## src/rtl/mod_segment_seq_if.sv

```systemverilog
// Symbol, ROM and output-stream signals of mod_segment_seq.
// The master modport is the sequencer's view; slave is the surrounding logic.
// With MOD_SEGMENT_SEQ_NEG_SYM_EN defined, the symbol MSB is a polarity bit
// and does not take part in the ROM address.
interface mod_segment_seq_if #(
  parameter int DATA_W   = 32,
  parameter int SYM_BITS = 1,
  parameter int SEG_LEN  = 8
);
  localparam int CNT_W = $clog2(SEG_LEN);
`ifdef MOD_SEGMENT_SEQ_NEG_SYM_EN
  localparam int IDX_BITS = SYM_BITS - 1;
`else
  localparam int IDX_BITS = SYM_BITS;
`endif
  localparam int ADDR_W = IDX_BITS + CNT_W;

  logic                sym_valid;
  logic                sym_ready;
  logic [SYM_BITS-1:0] sym;
  logic                ref_rd;
  logic [ADDR_W-1:0]   ref_addr;
  logic [DATA_W-1:0]   ref_data;
  logic                out_valid;
  logic                out_ready;
  logic [DATA_W-1:0]   out_data;
  logic                out_last;
  logic [15:0]         sym_cnt;

  modport master (
    input  sym_valid, sym, ref_data, out_ready,
    output sym_ready, ref_rd, ref_addr, out_valid, out_data, out_last, sym_cnt
  );

  modport slave (
    output sym_valid, sym, ref_data, out_ready,
    input  sym_ready, ref_rd, ref_addr, out_valid, out_data, out_last, sym_cnt
  );
endinterface

```

## src/rtl/mod_segment_seq.sv

```systemverilog
// Segment sequencer: turns each accepted symbol into SEG_LEN reads of a
// reference-waveform ROM (1-cycle latency) and streams the returned samples,
// tagged with a per-symbol last flag, through a 2-entry output FIFO.
// Reads are only issued when the FIFO is guaranteed room for the return, so
// the FIFO cannot overflow and backpressure stalls the ROM reads.
// Optional feature MOD_SEGMENT_SEQ_NEG_SYM_EN: antipodal mode where the symbol
// MSB negates (with saturation) every sample of that symbol.
module mod_segment_seq #(
  parameter int DATA_W   = 32,
  parameter int SYM_BITS = 1,
  parameter int SEG_LEN  = 8
) (
  input logic               clk,
  input logic               reset,
  mod_segment_seq_if.master bus
);
  localparam int CNT_W = $clog2(SEG_LEN);
`ifdef MOD_SEGMENT_SEQ_NEG_SYM_EN
  localparam int IDX_BITS = SYM_BITS - 1;
`else
  localparam int IDX_BITS = SYM_BITS;
`endif

  typedef enum logic {IDLE, RUN} state_t;

  state_t                   state, state_nxt;
  logic [SYM_BITS-1:0]      sym_q;
  logic [CNT_W-1:0]         cnt;
  logic                     inflight;
  logic                     pend_last;
  logic [1:0][DATA_W-1:0]   fifo_data;
  logic [1:0]               fifo_last;
  logic                     rd_ptr, wr_ptr;
  logic [1:0]               fifo_count;
  logic [15:0]              sym_cnt_q;
  logic                     pop, credit_ok, rd, last_rd, ready, accept;
  logic [2:0]               occupancy;
  logic [DATA_W-1:0]        wr_data;
`ifdef MOD_SEGMENT_SEQ_NEG_SYM_EN
  logic                     pend_neg;
`endif

  // Next-state, read strobe and symbol-ready decode from the current registers
  always_comb begin
    state_nxt = state;
    rd        = 1'b0;
    ready     = 1'b0;
    pop       = (fifo_count != 2'd0) & bus.out_ready;
    occupancy = {1'b0, fifo_count} + {2'b00, inflight} - {2'b00, pop};
    credit_ok = occupancy < 3'd2;
    last_rd   = (cnt == CNT_W'(SEG_LEN - 1));
    case (state)
      IDLE: begin
        ready = reset;
        if (bus.sym_valid && reset) state_nxt = RUN;
      end
      RUN: begin
        if (credit_ok) begin
          rd = 1'b1;
          if (last_rd) begin
            ready     = reset;
            state_nxt = bus.sym_valid ? RUN : IDLE;
          end
        end
      end
      default: state_nxt = IDLE;
    endcase
    accept = bus.sym_valid & ready;
  end

  // FSM state register
  always_ff @(posedge clk or negedge reset) begin
    if (!reset) state <= IDLE;
    else        state <= state_nxt;
  end

  // Symbol latch, sample counter, read tracking and issued-symbol counter
  always_ff @(posedge clk or negedge reset) begin
    if (!reset) begin
      sym_q     <= '0;
      cnt       <= '0;
      inflight  <= 1'b0;
      pend_last <= 1'b0;
      sym_cnt_q <= '0;
`ifdef MOD_SEGMENT_SEQ_NEG_SYM_EN
      pend_neg  <= 1'b0;
`endif
    end else begin
      inflight <= rd;
      if (rd) begin
        cnt       <= cnt + 1'b1;
        pend_last <= last_rd;
`ifdef MOD_SEGMENT_SEQ_NEG_SYM_EN
        pend_neg  <= sym_q[SYM_BITS-1];
`endif
        if (last_rd) sym_cnt_q <= sym_cnt_q + 16'd1;
      end
      if (accept) begin
        sym_q <= bus.sym;
        cnt   <= '0;
      end
    end
  end

  // Sample written into the FIFO, negated with saturation in antipodal mode
  always_comb begin
    wr_data = bus.ref_data;
`ifdef MOD_SEGMENT_SEQ_NEG_SYM_EN
    if (pend_neg) begin
      if (bus.ref_data == {1'b1, {(DATA_W-1){1'b0}}})
        wr_data = {1'b0, {(DATA_W-1){1'b1}}};
      else
        wr_data = {DATA_W{1'b0}} - bus.ref_data;
    end
`endif
  end

  // Two-entry output FIFO, written the cycle after each ROM read
  always_ff @(posedge clk or negedge reset) begin
    if (!reset) begin
      fifo_data  <= '0;
      fifo_last  <= '0;
      rd_ptr     <= 1'b0;
      wr_ptr     <= 1'b0;
      fifo_count <= 2'd0;
    end else begin
      if (inflight) begin
        fifo_data[wr_ptr] <= wr_data;
        fifo_last[wr_ptr] <= pend_last;
        wr_ptr            <= ~wr_ptr;
      end
      if (pop) rd_ptr <= ~rd_ptr;
      fifo_count <= fifo_count + {1'b0, inflight} - {1'b0, pop};
    end
  end

  assign bus.sym_ready = ready;
  assign bus.ref_rd    = rd;
  assign bus.ref_addr  = {sym_q[IDX_BITS-1:0], cnt};
  assign bus.out_valid = (fifo_count != 2'd0);
  assign bus.out_data  = bus.out_valid ? fifo_data[rd_ptr] : '0;
  assign bus.out_last  = bus.out_valid & fifo_last[rd_ptr];
  assign bus.sym_cnt   = sym_cnt_q;
endmodule

```

## src/flat_wrapper.sv

```systemverilog
// flat-port wrapper written by rule: the top's interface ports become plain ports
module mod_segment_seq_flat 
#(
  parameter int DATA_W   = 32,
  parameter int SYM_BITS = 1,
  parameter int SEG_LEN  = 8
)
  (clk, reset, bus_sym_valid, bus_sym, bus_ref_data, bus_out_ready, bus_sym_ready, bus_ref_rd, bus_ref_addr, bus_out_valid, bus_out_data, bus_out_last, bus_sym_cnt);
  mod_segment_seq_if #(.DATA_W(DATA_W), .SYM_BITS(SYM_BITS), .SEG_LEN(SEG_LEN)) bus_i ();
  input logic clk;
  input logic reset;
  input wire logic [$bits(bus_i.sym_valid)-1:0] bus_sym_valid;
  input wire logic [$bits(bus_i.sym)-1:0] bus_sym;
  input wire logic [$bits(bus_i.ref_data)-1:0] bus_ref_data;
  input wire logic [$bits(bus_i.out_ready)-1:0] bus_out_ready;
  output wire logic [$bits(bus_i.sym_ready)-1:0] bus_sym_ready;
  output wire logic [$bits(bus_i.ref_rd)-1:0] bus_ref_rd;
  output wire logic [$bits(bus_i.ref_addr)-1:0] bus_ref_addr;
  output wire logic [$bits(bus_i.out_valid)-1:0] bus_out_valid;
  output wire logic [$bits(bus_i.out_data)-1:0] bus_out_data;
  output wire logic [$bits(bus_i.out_last)-1:0] bus_out_last;
  output wire logic [$bits(bus_i.sym_cnt)-1:0] bus_sym_cnt;
  assign bus_i.sym_valid = bus_sym_valid;
  assign bus_i.sym = bus_sym;
  assign bus_i.ref_data = bus_ref_data;
  assign bus_i.out_ready = bus_out_ready;
  assign bus_sym_ready = bus_i.sym_ready;
  assign bus_ref_rd = bus_i.ref_rd;
  assign bus_ref_addr = bus_i.ref_addr;
  assign bus_out_valid = bus_i.out_valid;
  assign bus_out_data = bus_i.out_data;
  assign bus_out_last = bus_i.out_last;
  assign bus_sym_cnt = bus_i.sym_cnt;
  mod_segment_seq #(.DATA_W(DATA_W), .SYM_BITS(SYM_BITS), .SEG_LEN(SEG_LEN)) u_core (.clk(clk), .reset(reset), .bus(bus_i));
endmodule
```

## config.mk

```make
export PLATFORM = sky130hd
export DESIGN_NAME = mod_segment_seq_flat
export DESIGN_NICKNAME = d
export VERILOG_FILES = /design/src/rtl/mod_segment_seq_if.sv /design/src/rtl/mod_segment_seq.sv /design/src/flat_wrapper.sv
export SDC_FILE = /design/constraint.sdc
export NUM_CORES = 1
export LEC_CHECK = 0
export ABC_CLOCK_PERIOD_IN_PS = 3200
export CAP_MARGIN = 20
export CELL_PAD_IN_SITES_DETAIL_PLACEMENT = 1
export CELL_PAD_IN_SITES_GLOBAL_PLACEMENT = 1
export CORE_MARGIN = 2
export CORE_UTILIZATION = 36
export CTS_CLUSTER_DIAMETER = 120
export DETAILED_ROUTE_END_ITERATION = 8
export PLACE_DENSITY_LB_ADDON = 0.25
export SLEW_MARGIN = 20
export SYNTH_ARGS = -nofsm -noshare
export SYNTH_HDL_FRONTEND = slang
export SYNTH_SLANG_ARGS = --single-unit
```

## constraint.sdc

```tcl
create_clock -name clk -period 3.2 [get_ports clk]
set_input_delay 0.64 -clock clk [delete_from_list [all_inputs] [get_ports clk]]
set_output_delay 0.64 -clock clk [all_outputs]
set_load 0.005 [all_outputs]
```

==> After elaboration in Yosys (flattened, before gate mapping) <==
Cells that the tools add are included.
W data, S select, Z words.
{ "classes": {"addsub": 6, "n_mul": 0, "div": 0, "order_cmp": 4, "n_eq_ne": 1, "n_shift": 0, "mux": 23, "bitwise": 6, "reduce_logical": 5} }
{ "ops": {"columns": ["op", "n"], "rows": [
  ["$mux W32", 4],
  ["$bwmux W64", 1],
  ["$demux W32 S1", 1],
  ["$add A16 B1 Y16 const B", 1],
  ["$mux W1", 11],
  ["$mux W3", 2],
  ["$lt A1 B2 Y1 const B", 2],
  ["$pmux W1 S2", 2],
  ["$reduce_bool A2 Y1", 2],
  ["$add A2 B1 Y3", 1],
  ["$add A3 B1 Y3 const B", 1],
  ["$and A1 B1 Y1", 3],
  ["$eq A3 B3 Y1 const B", 1],
  ["$lt A3 B2 Y1 const B", 1],
  ["$not A1 Y1", 3],
  ["$sub A3 B1 Y3", 1],
  ["$add A2 B1 Y2", 1],
  ["$bwmux W2", 1],
  ["$logic_and A1 B1 Y1", 2],
  ["$reduce_and A2 Y1", 1],
  ["$sub A2 B1 Y2", 1],
  ["$demux W1 S1", 1],
  ["$ge A1 B1 Y1 const B", 1]
]} }
{ "totals": {"regBits": 93, "latch_bits": 0, "mem_bits_rw": 0, "mem_bits_ro": 0, "in_bits": 37, "out_inout_bits": 56, "elab_cells": 57, "n_memories": 0} }

==> Logic depth before layout (Yosys ltp) <==
{ "depth": {"word_depth": 8, "depth_mapped": 11, "ltp_nobuf": 11} }

==> Worst setup path before layout <==
Ideal clock, no wire load.
{ "synth_path": {"path_kind": "register -> output", "from": "register u_core.fifo_count[1]", "to": "output port bus_sym_ready", "t_arrival_ns": 2.616, "t_required_ns": 2.560, "setup_slack_ns": -0.056, "stages_incl_launch_ff": 11, "path_buffers": 0, "cell_sequence": "dfrtp_1 -> nor2_1 -> inv_1 -> and2_1 -> ha_1 -> inv_1 -> ha_1 -> fa_1 -> xnor2_1 -> or3b_1 -> a21boi_0"} }
{ "synth_via": {"elab_chain_cells": 6, "word_cells_on_any_way": 7, "classes_between": "add/sub: 2; order compare: 1; mux: 2; bitwise: 1; reduce/logical: 1"} }
{ "synth_lines": {"columns": ["item", "line_no", "source"], "rows": [
  ["start, declared", "mod_segment_seq.sv:34", "logic [1:0] fifo_count;"],
  ["start signal, assigned", "mod_segment_seq.sv:133", "fifo_count <= fifo_count + {1'b0, inflight} - {1'b0, pop};"],
  ["$reduce_bool A2 Y1", null, null],
  ["via bus_out_valid", "flat_wrapper.sv:19", "output wire logic [$bits(bus_i.out_valid)-1:0] bus_out_valid;"],
  ["$and A1 B1 Y1", "mod_segment_seq.sv:48", "pop = (fifo_count != 2'd0) & bus.out_ready;"],
  ["via u_core.pop", "mod_segment_seq.sv:36", "logic pop, credit_ok, rd, last_rd, ready, accept;"],
  ["$sub A3 B1 Y3", "mod_segment_seq.sv:49", "occupancy = {1'b0, fifo_count} + {2'b00, inflight} - {2'b00, pop};"],
  ["$lt A3 B2 Y1", "mod_segment_seq.sv:50", "credit_ok = occupancy < 3'd2;"],
  ["$mux W1", "mod_segment_seq.sv:58", "if (credit_ok) begin"],
  ["$pmux W1 S2", "mod_segment_seq.sv:52", "case (state)"],
  ["end, declared", "flat_wrapper.sv:16", "output wire logic [$bits(bus_i.sym_ready)-1:0] bus_sym_ready;"]
]} }
The timed path passes the listed nets, and every way through them passes these cells.

==> Worst setup path after layout <==
{ "layout_path": {"from": "register u_core.fifo_count[1]", "to": "output port bus_sym_ready"} }
{ "layout_via": {"elab_chain_cells": 6, "word_cells_on_any_way": 7, "classes_between": "add/sub: 2; order compare: 1; mux: 2; bitwise: 1; reduce/logical: 1"} }
{ "layout_lines": {"columns": ["item", "line_no"], "rows": [
  ["$reduce_bool A2 Y1", "mod_segment_seq.sv:48"],
  ["$and A1 B1 Y1", "mod_segment_seq.sv:48"],
  ["via u_core.pop", "mod_segment_seq.sv:36"],
  ["$sub A3 B1 Y3", "mod_segment_seq.sv:49"],
  ["$lt A3 B2 Y1", "mod_segment_seq.sv:50"],
  ["$mux W1", "mod_segment_seq.sv:58"],
  ["$pmux W1 S2", "mod_segment_seq.sv:52"]
]} }
The timed path passes the listed nets, and every way through them passes these cells.

==> results.md <==
- Library cells used by synthesis: 32
- P&R area growth vs syn: 40.42%
- Clk pin slew, worst setup/hold paths: 60 ps
- GPL Wtd Cong: 0.7978
- Total Wirelength: 10250 um
- Clock power share: 0.186
- # IOs: 93
- H-tree depth: 3
- Total GRT Usage: 0.1711
- Slew Limit Fails: 0
- Compound-Gate Fraction of Synth Area: 0.01795
- Max stage delay cell, worst path: dfrtp_1
- Mapped Area: 0.004182 mm^2
- Mux cell area share after synthesis: 0.2621
- Cell Int Power: 4287 uW
- Core box area: 0.01137 mm^2
- Most frequent cell after synthesis: dfrtp_1
- WP buf/inv: 3
- DR pass1 iterations: 3
- # DRC: 0
- Initial Utilization: 0.3678
- Top post-synthesis cells by count: dfrtp_1, mux2_2, nor2_1, mux2i_1, xnor2_1
- Die Span X: 111.8 um
- Die height: 111.8 um
- Crit path time final: 3261 ps
- Met2 Usage GRT: 0.2869
- Avg Synthesized Cell Area: 12.83 um^2
- CP max stage delay: 390 ps
- Worst-skew pair later-pin latency: 340 ps
- # hold bufs at CTS: 0
- Ranking of synthesized cells by area: dfrtp_1, mux2_2, mux2i_1
- EDFF count, synth: 0
- # diodes: 0
- Aggregate global routing overflow: 0
- Initial antenna violation count: 0
- Nets: 492
- Yosys warns: 0
- Final hold violations: 0
- Fmax: 306.6 MHz
- Unrepaired setup endpoints after global routing: true
- Post-synth top area share: 0.5566
- Finished Core Util: 0.5165
- CP Max Fanout: 2
- CTS tree: yes
- Drt via density: 4.973
- Die area: 0.01249 mm^2
- CP endpoint kind: output pin
- DP HPWL: 6795 um
- First-pass GRT wire length: 16910 um
- Switching part of the total: 0.3137
- Max Buffers Root-to-Sink: 2
- 1st-iter DRT viols: 74
- Synth Area in Simple Gates: 0.08229
- Most used cell, CP: ha_4
- Via count: 2969
- WL per Instance: 17.17 um
- Num CTS Buffers: 9
- Ys flop type: dfrtp_1
- Max_slew headroom: 0.4146
- Seq/Total Area, Yosys: 0.5566
- Sink Count: 93
- Synth async-reset ratio: 1.000
- Non-Filler Instances: 597
- Port bufs: 92
- TNS Setup: -95.51 ps
- Max cap viols: 0
- Hold Crit Class: in2async
- Synth Area in XOR/XNOR: 0.03770
- Sequential share of power: 0.328
- Mapped Cells: 326
- Vias in the first global route: 3344
- Crit Path Class: reg2out
- Clock skew: 6.448 ps
- PnR worst setup slack: -61.09 ps
- Final setup vio count: 2
- Layout cells sized above 1: 0.3040
- Largest net degree at the start of global routing: 69
- GRT met3 Usage: 0.03430
- Post-DRT Antenna Nets: 0
- Max IR drop VDD: 581.3 uV
- GR Layer Usage met1: 0.2155
- Failing checks: setup timing
- GR peak layer: met2
- Outcome: finished, violations left
- Placed cell count: 568
- CP Data Required Time: 2560 ps
- #FFs+latches synth: 93
- Largest area contributor in the synthesized netlist: dfrtp_1
- Critical path cell sequence: nor2_2 -> inv_2 -> and2_4 -> ha_4 -> inv_4 -> ha_4 -> fa_2 -> xnor2_2 -> or3b_4 -> a21boi_2 -> buf_2
- Fin crit share: 1.019
- Post-Synth Adder-Cell Area: 0.01975
- Syn_nets: 369
- Slew @ Worst Pin: 878.1 ps
- Leak: 0.002634 uW
- CP delay by family, top: adder cells
- Crit path DAT: 2620 ps
- CP startpoint kind: flip-flop
- Sw power: 1959 uW
- Comb power frac: 0.486
- Root Buffer Master: clkbuf_16
- Std-Cell Rows: 39
- Main combinational cell family by area after synthesis: multiplexers
- Pwr dens: 1064 mW/mm^2
registers in the layout (all words and copies together) (netlist names):
| signal | cells |
|---|---|
| u_core.fifo_data | 64 |
| u_core.bus.sym_cnt | 16 |
| u_core.cnt | 3 |
| u_core.fifo_count | 2 |
| u_core.fifo_last | 2 |
| u_core.inflight | 1 |
| u_core.pend_last | 1 |
| u_core.rd_ptr | 1 |
| u_core.state | 1 |
| u_core.sym_q | 1 |
| u_core.wr_ptr | 1 |
metal layers:
metal | up-vias | part of all wire
li1 | 1375 | -
met5 | - | 0
met1 | 1513 | 0.44
met3 | 14 | 0.043
met2 | 67 | 0.50
met4 | 0 | 0.018
area by class of cell:
class	count	area, um^2
repair buffers	127	1186
fillers	1208	5498
well taps	143	178.9
clock buffers	12	256.5
inverters	8	32.53
flip-flops and latches	93	2328
clock inverters	4	70.07
multi-input cells	210	1819
through the flow:
stage / setup WS [ps] / cell area, um^2 / hold WS [ps] / total power (uW)
after detailed placement: -731.2 / 5399 / 478.1 / 4888
after global routing: -184.1 / 5872 / 383.6 / 6678
after CTS: -148.9 / 5836 / 367.6 / 6243
after global placement: -702.9 / 5399 / 459.4 / 4771
final: -61.09 / 5872 / 355.1 / 6246
after floorplan: 27.48 / 4184 / 344.4 / 3428
worst paths after layout:
| check | endpoint | from | depth (start not counted) | slack [ps] |
|---|---|---|---|---|
| max in group asynchronous | u_core.fifo_data[30] | reset | 3 | 1640 |
| worst min-delay path | u_core.cnt[0] | reset | 2 | 360 |
| min in group clk | u_core.bus.sym_cnt[15] | u_core.bus.sym_cnt[15] | 1 | 480 |
| worst max-delay path | bus_sym_ready | u_core.fifo_count[1] | 11 | -60 |
| worst min register to register | u_core.bus.sym_cnt[15] | u_core.bus.sym_cnt[15] | 1 | 480 |
| worst max register to register | u_core.bus.sym_cnt[10] | u_core.fifo_count[1] | 14 | 230 |
power groups by stage:
stage                     sequential (uW)  combinational, uW  clock [uW]
after detailed placement             2080               2810           0
after global placement               2030               2740           0
after global routing                 2130               3310        1240
after floorplan                      1910               1520           0
final                                2050               3030        1160
after CTS                            2060               2990        1190
kinds of logic (layout without fill, tap and decap cells):
logic type | count (synthesis) | count (layout)
muxes | 101 | 101
DFF | 93 | 93
and+or+nand+nor | 75 | 75
buffers and inverters | 23 | 151
xor gates and xnor gates | 18 | 18
AOI/OAI and AO/OA | 10 | 10
adders and majority gates | 6 | 6
layout by cell type (no fill, tap or decap), drive strengths merged, types with 3 or more instances in the layout:
master | synthesis | final
ha | 5 | 5
mux2 | 68 | 68
nor2 | 43 | 43
a21oi | 3 | 3
clkbuf | 4 | 12
dfrtp | 93 | 93
buf | 11 | 38
xnor2 | 11 | 11
nand4 | 7 | 7
nand2 | 10 | 10
clkdlybuf4s50 | 0 | 88
mux2i | 33 | 33
and3 | 4 | 4
inv | 8 | 8
xor2 | 7 | 7
timing repair:
action	4_1_cts	5_1_grt
pin swaps	8	8
buffers inserted	9	4
resized for setup	20	6
endpoints found under the setup margin	2	2
endpoints found under the hold margin	0	0
No activity file was read; power rests on OpenSTA's default activity.
